==> src/rtl/demux_sched_pkg.sv <==
// Shared types and helpers for the demux scheduler: FSM state encoding and sel->lane mapping.
package demux_sched_pkg;

  typedef enum logic {
    IDLE = 1'b0,
    HOLD = 1'b1
  } state_t;

  // Lane numbering runs opposite to sel: sel 0 drives lane 3.
  function automatic logic [1:0] lane_of_sel(input logic [1:0] s);
    return 2'd3 - s;
  endfunction

endpackage

==> src/rtl/demux_sched_pick.sv <==
// Combinational round-robin picker: next sel after the current one whose lane is enabled,
// or the current sel when no other enabled lane exists.
module demux_sched_pick
  import demux_sched_pkg::*;
(
  input  logic [1:0] sel,
  input  logic [3:0] en,
  output logic [1:0] next_sel
);

  logic [1:0] cand;

  // Scan farthest-first so the nearest enabled candidate wins.
  always_comb begin
    next_sel = sel;
    cand     = sel;
    for (int k = 3; k >= 1; k--) begin
      cand = sel + 2'(k);
      if (en[lane_of_sel(cand)]) next_sel = cand;
    end
  end

endmodule

==> src/rtl/demux_sched.sv <==
// One-entry demultiplexer scheduling items round-robin over four lanes (lane = 3 - sel).
// Build with DEMUX_SCHED_SKIP_EN to let a stalled item hop to the next enabled lane.
module demux_sched
  import demux_sched_pkg::*;
#(
  parameter int WIDTH = 1
) (
  input  logic               clk,
  input  logic               rst,
  input  logic               in_valid,
  input  logic [WIDTH-1:0]   in_data,
  output logic               in_ready,
  input  logic [3:0]         en,
  input  logic [3:0]         out_ready,
  output logic [3:0]         out_valid,
  output logic [4*WIDTH-1:0] out_data,
  output logic [1:0]         sel,
  output state_t             state
);

  // Handshake: a beat moves on an edge where valid and ready are both high;
  // valid never waits on ready, and an offered item stays stable until taken.

  state_t           state_q, state_d;
  logic [1:0]       sel_q, sel_d, pick_sel, lane;
  logic [WIDTH-1:0] held_q, held_d;
  logic             transfer, accept;

  demux_sched_pick u_pick (
    .sel      (sel_q),
    .en       (en),
    .next_sel (pick_sel)
  );

  assign lane     = lane_of_sel(sel_q);
  assign transfer = (state_q == HOLD) && out_ready[lane];
  assign in_ready = !rst && (((state_q == IDLE) && (en != 4'b0000)) || transfer);
  assign accept   = in_valid && in_ready;
  assign sel      = sel_q;
  assign state    = state_q;

  always_comb begin
    state_d = state_q;
    sel_d   = sel_q;
    held_d  = held_q;
    case (state_q)
      IDLE: begin
        // An idle sel parked on a disabled lane is moved before the item lands.
        if ((en != 4'b0000) && !en[lane]) sel_d = pick_sel;
        if (accept) begin
          state_d = HOLD;
          held_d  = in_data;
        end
      end
      HOLD: begin
        if (transfer) begin
          sel_d   = pick_sel;
          state_d = accept ? HOLD : IDLE;
          if (accept) held_d = in_data;
        end
`ifdef DEMUX_SCHED_SKIP_EN
        else begin
          sel_d = pick_sel;
        end
`endif
      end
      default: state_d = IDLE;
    endcase
  end

  always_ff @(posedge clk) begin
    if (rst) begin
      state_q <= IDLE;
      sel_q   <= 2'b00;
      held_q  <= '0;
    end else begin
      state_q <= state_d;
      sel_q   <= sel_d;
      held_q  <= held_d;
    end
  end

  always_comb begin
    out_valid = 4'b0000;
    out_data  = '0;
    if (state_q == HOLD) begin
      out_valid[lane]                      = 1'b1;
      out_data[int'(lane)*WIDTH +: WIDTH] = held_q;
    end
  end

endmodule

==> config.mk <==
export PLATFORM = sky130hd
export DESIGN_NAME = demux_sched
export DESIGN_NICKNAME = d
export VERILOG_FILES = /design/src/rtl/demux_sched_pkg.sv /design/src/rtl/demux_sched_pick.sv /design/src/rtl/demux_sched.sv
export SDC_FILE = /design/constraint.sdc
export NUM_CORES = 1
export LEC_CHECK = 0
export CORE_UTILIZATION = 36
export CTS_CLUSTER_SIZE = 16
export DETAILED_ROUTE_END_ITERATION = 8
export PLACE_DENSITY = 0.73
export SYNTH_ARGS = -nofsm -noshare
export SYNTH_HDL_FRONTEND = slang
export SYNTH_SLANG_ARGS = --single-unit
==> constraint.sdc <==
create_clock -name clk -period 1.9 [get_ports clk]
set_input_delay 0.19 -clock clk [delete_from_list [all_inputs] [get_ports clk]]
set_output_delay 0.19 -clock clk [all_outputs]
set_load 0.01 [all_outputs]
======== Word-level counts from Yosys, hierarchy flattened ========
Index checks and enable logic that the tools add are counted.
cells by class
  shift operators ......................... 2
  $add $sub $neg .......................... 8
  muxes and demuxes ....................... 26
  reductions and logical operators ........ 11
  order comparisons ....................... 5
  $mul .................................... 0
  bitwise gates (word level) .............. 2
  div/mod/pow operators ................... 0
  eq/ne operators ......................... 2
operator list
  kind                      number
  $neg A2 Y33               1
  $shift A1 B33 Y4 const A  1
  $shiftx A1 B33 Y4         1
  $lt A2 B3 Y1 const B      4
  $bmux W1 S2               5
  $mux W1                   10
  $mux W2                   5
  $mux W4                   2
  $sub A2 B2 Y2 const A     4
  $logic_and A1 B1 Y1       6
  $add A2 B2 Y2 const B     2
  $and A4 B4 Y4             1
  $ne A2 B1 Y1 const B      2
  $pmux W1 S2               2
  $pmux W2 S2               1
  $reduce_bool A4 Y1        1
  $add A2 B1 Y2 const B     1
  $demux W1 S2              1
  $ge A2 B1 Y1 const B      1
  $logic_not A1 Y1          2
  $reduce_and A2 Y1         1
  $logic_or A1 B1 Y1        1
  $not A1 Y1                1
word-level totals
  memories kept ........................... 0
  bits in read-only memories .............. 0
  latch bits .............................. 0
  word-level logic and storage cells ...... 59
  RAM bits ................................ 0
  flip-flop bits (word level) ............. 4
  output and inout port bits .............. 12

======== Depth between registers and ports, before layout ========
Gate-level depths: netlist of the first run.
  depth after elaboration ................. 10
  mapped depth ............................ 8
  gate-level depth less buffers ........... 6

======== Modules after synthesis ========
Synthesis of the first run repeated with hierarchy kept, for this count alone.
unflattened totals
  cells, all modules ...................... 56
  area, all modules ....................... 478.0 µm²
by module, submodules not included
  module            cells each  area an instance (µm²)  sequential area each (µm²)  times used
  demux_sched       43          402.9                   80.1                        1
  demux_sched_pick  13          75.1                    0.0                         1

======== Least setup slack after synthesis of the first run ========
OpenSTA, ideal clock, no wires.
  kind .................................... register -> register
  start point ............................. reg sel_q[0] (netlist: sel[0])
  end point ............................... reg sel_q[0] (netlist: sel[0])
  slack ................................... -0.043 ns
  path buffers ............................ 2
  clock period less this slack ............ 1.943 ns
  cell stages (with the launch flop) ...... 9
  data arrival time ....................... 1.874 ns
  cell sequence ........................... dfxtp_1 buf_6 buf_2 inv_1 ha_1 mux4_1 nor2_1 or3_1 a21oi_1
between the ends
  cells in the longest elaborated chain, start to end .. 9
  elaborated cells on any way between the ends .. 29
  classes of those cells .................. 7 x add/sub; 2 x eq/ne; 16 x mux; 4 x reduce/logical
ends and longest elaborated chain
  what                           line                                  source
  start, declared                demux_sched.sv:25                     logic [1:0] sel_q, sel_d, pick_sel, lane;
  start signal, assigned         demux_sched.sv:78                     sel_q <= sel_d;
  $add A2 B2 Y2                  demux_sched_pick.sv:18                cand = sel + 2'(k);
  $sub A2 B2 Y2                  demux_sched_pkg.sv:11                 return 2'd3 - s;
  $bmux W1 S2                    demux_sched_pick.sv:19                if (en[lane_of_sel(cand)]) next_sel = cand;
  $mux W1 (implied by the code)  demux_sched_pick.sv:19
  $mux W2 (3 in series)          demux_sched_pick.sv:19
  $mux W2 (on tied branches)     demux_sched.sv:56, demux_sched.sv:49
  $pmux W2 S2                    demux_sched.sv:46                     case (state_q)
Parallel ways exist; a longest one is shown, timed or not. The select of a mux whose other input is x is not followed.
A chain may end at the register's enable or synchronous reset.

======== Worst setup path after layout of the first run ========
Same ends and word-level chain as after synthesis.

==> impl_results.md, run 1 <==
* Seq pwr share at 0.162
* Vias in the first global route at 544
* Max Slew Vio Count at 0
* Run status: finished clean
* Final setup fails at 0
* Post-synth top flop: dfxtp_1
* Num ports at 24
* Residual DRC at 0
* Startpoint Class: flip-flop
* Reg2reg setup slack at 0.06 ns
* Slew headroom at 0.808
* Routed Antenna Nets at 0
* Core box area at 1330 µm²
* Logic pwr share at 0.727
* CTS Buffer Depth at 2
* Chip height at 40.5 µm
* CP Class: flip-flop to flip-flop
* Vias at 590
* Die ar. at 1640 µm²
* CTS clk-pin slew, worst paths at 0.04 ns
* Origin of the critical flop-to-flop path: sel[0]
* Share of layout cells above drive strength 1 at 0.250
* Clock power frac at 0.111
* First-pass GRT wire length at 2060 µm
* Critical R2R Capture: sel[0]
* Unrepaired setup endpoints after global routing: true
* Global Route Usage Sum at 0.192
* Filler cell count at 117
* Port bufs at 23
* Largest net degree at the start of global routing at 12
* Ys async rst share at 0
* Synthesized area at 534 µm²
* Max-cap violations at 0
* Seq/Total Area, Yosys at 0.150
* Initial Utilization at 0.401
* Most frequent cells in the layout: clkdlybuf4s50_1, buf_4, nor2_1, ha_1
* Detailed Routing Iterations Pass 1 at 4
* N_diodes at 0
* Num Clock Sinks at 4
* Root Driver: clkbuf_4
* Initial antenna violation count at 0
* Worst EP required at 2.06 ns
* YS warnings at 0
* HPWL Detailed at 1080 µm
* Final core utilization at 0.661
* Avg WL per Cell at 12.5 µm
* TritonCTS buffer count at 3
* Most common cell after layout, fill and taps aside: clkdlybuf4s50_1
* Placer Congestion at 0.766
* Final critical-path share of the clock period at 0.969
* # hold bufs at CTS at 0
* CTS tree: built
* Row count at 13
* Worst Hold Path EP: held_q
* Mean Syn Cell Area at 8.76 µm²
* HP Start: held_q
* Arr. time, crit path at 2.00 ns
* Area of the multi-input gates at 430 µm²
* Sequential cell area at 83.8 µm²
* Post-synth net total at 78
* Yosys cell types at 27
* Min Tclk post-route at 1.84 ns
* Post-synth EDFFs at 0
* Design area at 882 µm²
* Vias per cell at 5.32
* FF-to-FF path depth at 6
* Area growth from synthesis to layout at 65.1%
* Cell-internal power at 587 µW
* Sw Ratio at 0.390
* Worst-skew pair later-pin latency at 0.23 ns
* P_leak at 0.000375 µW
* Width of the chip at 40.5 µm
* Final setup TNS at 0 ns
* Fin. Hold Viols at 0
* Sw Pwr at 376 µW
* Syn Inst Count at 61
* Final net count at 115
* FF+latch count, synth at 4
* Fmax at 0.543 GHz
* Iteration-0 DRC Markers at 8
* VDD IR max at 557 µV
* Hold Crit Depth at 2
* Setup crit end kind: flip-flop
* Worst Skew at 0.00183 ns
* Total grt overflow at 0
* Worst-Margin Slew at 0.285 ns
* Power Density at 1090 nW/µm²
* Critical path fanouts, max at 11
* Hold Path Class: flip-flop to flip-flop
* DP Area at 846 µm²
* CTS H-tree depth at 1
* Post-Route WL at 1390 µm
## layout make-up
class | instances | share of cell area
timing repair buffer | 35 | 0.357
clock buffer | 3 | 0.0255
sequential | 4 | 0.0950
multi-input combinational | 51 | 0.488
tap | 15 | 0.0213
inverter | 3 | 0.0128
## synthesized netlist by cell type, types with 2 or more instances
cell / count / area (µm²)
a21oi_1: 4 / 20.0
and2_1: 4 / 25.0
buf_2: 2 / 10.0
dfxtp_1: 4 / 80.1
ha_1: 5 / 62.6
inv_1: 3 / 11.3
mux2i_1: 4 / 40.0
mux4_1: 2 / 52.6
mux4_2: 2 / 45.0
nand2b_1: 2 / 12.5
nand3b_1: 2 / 15.0
nor2_1: 7 / 26.3
nor3_1: 2 / 10.0
nor3b_1: 2 / 15.0
o21ai_0: 3 / 15.0
or3_1: 2 / 12.5
## flip-flops by register name, indices dropped and copies added (netlist names)
signal / cells
sel: 2
held_q: 1
state: 1
## through the flow
step / hold slack (ns) / setup WS (ns) / instances / total power, µW
2_1_floorplan: 0.252 / 0.0301 / 61 / 563
3_3_place_gp: 0.551 / -0.149 / 107 / 805
3_5_place_dp: 0.562 / -0.176 / 107 / 825
4_1_cts: 0.572 / 0.00888 / 111 / 942
5_1_grt: 0.594 / -0.00717 / 111 / 1060
6_report: 0.566 / 0.0581 / 111 / 962
## power by group through the flow
| stage | clock network [µW] | registers [µW] | logic [µW] |
|---|---|---|---|
| final | 107 | 156 | 700 |
| after global routing | 117 | 161 | 778 |
| after CTS | 108 | 153 | 681 |
| after detailed placement | 0 | 149 | 675 |
| after global placement | 0 | 147 | 658 |
| after floorplan | 0 | 154 | 408 |
## cells by family (layout without fill, tap and decap cells)
kind of cell,after synthesis,after routing,share of synthesized area
simple gates,25,25,0.260
fa+ha+maj,5,5,0.117
flops,4,4,0.150
mux,9,9,0.279
compound gates,12,12,0.134
buf+inv,6,41,0.0609
## worst max path at each step
| stage | start | to | slack (ns) | depth (start not counted) |
|---|---|---|---|---|
| after floorplan | sel[0] | sel[0] | 0.03 | 8 |
| after global placement | en[1] | in_ready | -0.15 | 5 |
| after detailed placement | en[1] | in_ready | -0.18 | 5 |
| after CTS | sel[0] | sel[0] | 0.009 | 6 |
| after global routing | sel[0] | sel[0] | -0.007 | 6 |
| final | sel[0] | sel[0] | 0.06 | 6 |
## what timing repair did
| action | CTS | global route |
|---|---|---|
| gates resized for setup | 6 | 8 |
| endpoints found under the setup margin | 6 | 3 |
| pin swaps | 0 | 0 |
| setup buffers | 1 | 0 |
| cloned | 0 | 0 |
## worst max-delay path, cell delays in order, from the launching register on
cell and delay [ns]:
dfxtp_4 0.38, buf_6 0.16, mux4_2 0.52, a211oi_2 0.19, nor2_1 0.08, or3_1 0.31, a21oi_1 0.14
## per-layer routing
| layer | up-vias | GRT usage | part of all wire |
|---|---|---|---|
| met5 | - | 0 | 0 |
| met4 | 0 | 0.0917 | 0 |
| met3 | 0 | 0.0389 | 0.040 |
| met2 | 23 | 0.365 | 0.56 |
| met1 | 270 | 0.195 | 0.40 |
| li1 | 297 | - | - |
No activity file was read; power rests on OpenSTA's default activity.
==> inputs of run 2 (changes only) <==
- CORE_MARGIN: unset -> 10
==> impl_results.md, run 2 (same netlist as run 1, synthesis figures left out) <==
* PostCTS Resize Cnt at 7 (was 6)
* Iteration-0 DRC Markers at 1 (was 8)
* # hold bufs at CTS at 0 (unchanged)
* Vias per cell at 5.24 (was 5.32)
* TritonCTS buffer count at 3 (unchanged)
* P_leak at 0.000368 µW (was 0.000375 µW)
* HP Start: held_q (unchanged)
* Row count at 13 (unchanged)
* Worst Skew at 0.00318 ns (was 0.00183 ns)
* Worst Hold Path EP: held_q (unchanged)
* Unrepaired setup endpoints after global routing: false (was true)
* Worst-skew pair later-pin latency at 0.23 ns (about the same)
* Num Clock Sinks at 4 (unchanged)
* Vias at 576 (was 590)
* Critical R2R Capture: sel[0] (unchanged)
* Most frequent cells in the layout: clkdlybuf4s50_1, buf_4, nor2_1, ha_1 (unchanged)
* Post-Route WL at 1510 µm (was 1390 µm)
* Critical path fanouts, max at 7 (was 11)
* Initial antenna violation count at 0 (unchanged)
* Share of layout cells above drive strength 1 at 0.232 (was 0.250)
* Port bufs at 23 (unchanged)
* Final critical-path share of the clock period at 0.946 (was 0.969)
* Fmax at 0.557 GHz (was 0.543 GHz)
* CTS Buffer Depth at 2 (unchanged)
* Setup crit end kind: flip-flop (unchanged)
* Reg2reg setup slack at 0.10 ns (was 0.06 ns)
* CTS tree: built (unchanged)
* Slew headroom at 0.816 (was 0.808)
* Worst EP required at 2.06 ns (about the same)
* CP cell instances: buf_6, mux4_2, a21o_1, or3_1, a21oi_1 (was buf_6, mux4_2, a211oi_2, nor2_1, or3_1, a21oi_1)
* Largest delay contributor family on the critical path: multiplexers (unchanged)
* Final setup fails at 0 (unchanged)
* Max reg flops at 2 (unchanged)
* Sequential cell area at 83.8 µm² (unchanged)
* Vias in the first global route at 626 (was 544)
* Residual DRC at 0 (unchanged)
* CP max stage delay at 0.49 ns (was 0.52 ns)
* Top Usage Layer GRT: met2 (unchanged)
* Most common cell after layout, fill and taps aside: clkdlybuf4s50_1 (unchanged)
* Min Tclk post-route at 1.80 ns (was 1.84 ns)
* Met1 Resource Use GR at 0.104 (was 0.195)
* Power Density at 1100 nW/µm² (was 1090 nW/µm²)
* Max Slew Vio Count at 0 (unchanged)
* Num ports at 24 (unchanged)
* Max-cap violations at 0 (unchanged)
* Met3 usage at 0.0365 (was 0.0389)
* Hold Path Class: flip-flop to flip-flop (unchanged)
* Initial Utilization at 0.396 (was 0.401)
* Post-CTS Setup Inserts at 0 (was 1)
* Total Power at 938 µW (was 962 µW)
* VDD IR max at 572 µV (was 557 µV)
* Detailed Routing Iterations Pass 1 at 4 (unchanged)
* Area growth from synthesis to layout at 59.7% (was 65.1%)
* Filler cell count at 117 (unchanged)
* Area of the multi-input gates at 418 µm² (was 430 µm²)
* Origin of the critical flop-to-flop path: sel[0] (unchanged)
* Die ar. at 3430 µm² (was 1640 µm²)
* N_diodes at 0 (unchanged)
* Met2 Usage GRT at 0.156 (was 0.365)
* Run status: finished clean (unchanged)
* Root Driver: clkbuf_4 (unchanged)
* Final setup TNS at 0 ns (unchanged)
* CP Class: flip-flop to flip-flop (unchanged)
* First-pass GRT wire length at 2690 µm (was 2060 µm)
* Chip height at 58.5 µm (was 40.5 µm)
* Total grt overflow at 0 (unchanged)
* CTS clk-pin slew, worst paths at 0.04 ns (about the same)
* Avg WL per Cell at 13.7 µm (was 12.5 µm)
* Hold Crit Depth at 2 (unchanged)
* Pre-CTS setup slack at -0.174 ns (was -0.176 ns)
* FF-to-FF path depth at 5 (was 6)
* Global Route Usage Sum at 0.0938 (was 0.192)
* CTS H-tree depth at 1 (unchanged)
* Fin. Hold Viols at 0 (unchanged)
* Worst-Margin Slew at 0.273 ns (was 0.285 ns)
* Startpoint Class: flip-flop (unchanged)
* Core box area at 1350 µm² (was 1330 µm²)
* CP bufs+invs at 1 (unchanged)
* Arr. time, crit path at 1.95 ns (was 2.00 ns)
* Placer Congestion at 0.821 (was 0.766)
* Width of the chip at 58.5 µm (was 40.5 µm)
* Final net count at 114 (was 115)
* Crit-path slowest cell: mux4_2 (unchanged)
* Largest net degree at the start of global routing at 9 (was 12)
* Final worst slack at 0.103 ns (was 0.0581 ns)
* HPWL Detailed at 1300 µm (was 1080 µm)
* Routed Antenna Nets at 0 (unchanged)
## run 2: how the worst max path moves through the flow
stage	endpoint	depth (start not counted)	start
after floorplan	sel[0]	8	sel[0]
after global placement	in_ready	5	en[1]
after detailed placement	in_ready	5	en[1]
after CTS	in_ready	5	en[1]
after global routing	out_data[1]	5	sel[0]
final	sel[0]	5	sel[0]
## run 2: power by group
group          switching [µW]  internal, µW
sequential               38.4           117
combinational             289           388
clock                    35.0          70.7
total                     362           576
## run 2: layer usage
metal / part of all wire / wire (µm)
met5: 0 / 0
met4: 0 / 0
met3: 0.092 / 139
met2: 0.50 / 762
met1: 0.40 / 607
## run 2: worst register-to-register path, delay by kind of cell (launching register included)
kind / cells / cell delay, ns
buffers and inverters: 1 / 0.14
AOI/OAI and AO/OA: 2 / 0.35
DFF: 1 / 0.38
and+or+nand+nor: 1 / 0.35
muxes: 1 / 0.49
## run 2: cell type report
class                      count  area share
multi-input combinational     51       0.490
timing repair buffer          34       0.350
sequential                     4      0.0982
clock buffer                   3      0.0264
tap                           15      0.0220
inverter                       3      0.0132
## run 2: through the flow
step / utilization / hold WS [ns] / cells / instance area, µm²
after floorplan: - / 0.252 / 61 / 536
after global placement: 0.627 / 0.547 / 107 / 846
after detailed placement: 0.627 / 0.549 / 107 / 846
after CTS: 0.638 / 0.562 / 110 / 861
after global routing: 0.632 / 0.591 / 110 / 853
final: 0.632 / 0.555 / 110 / 853
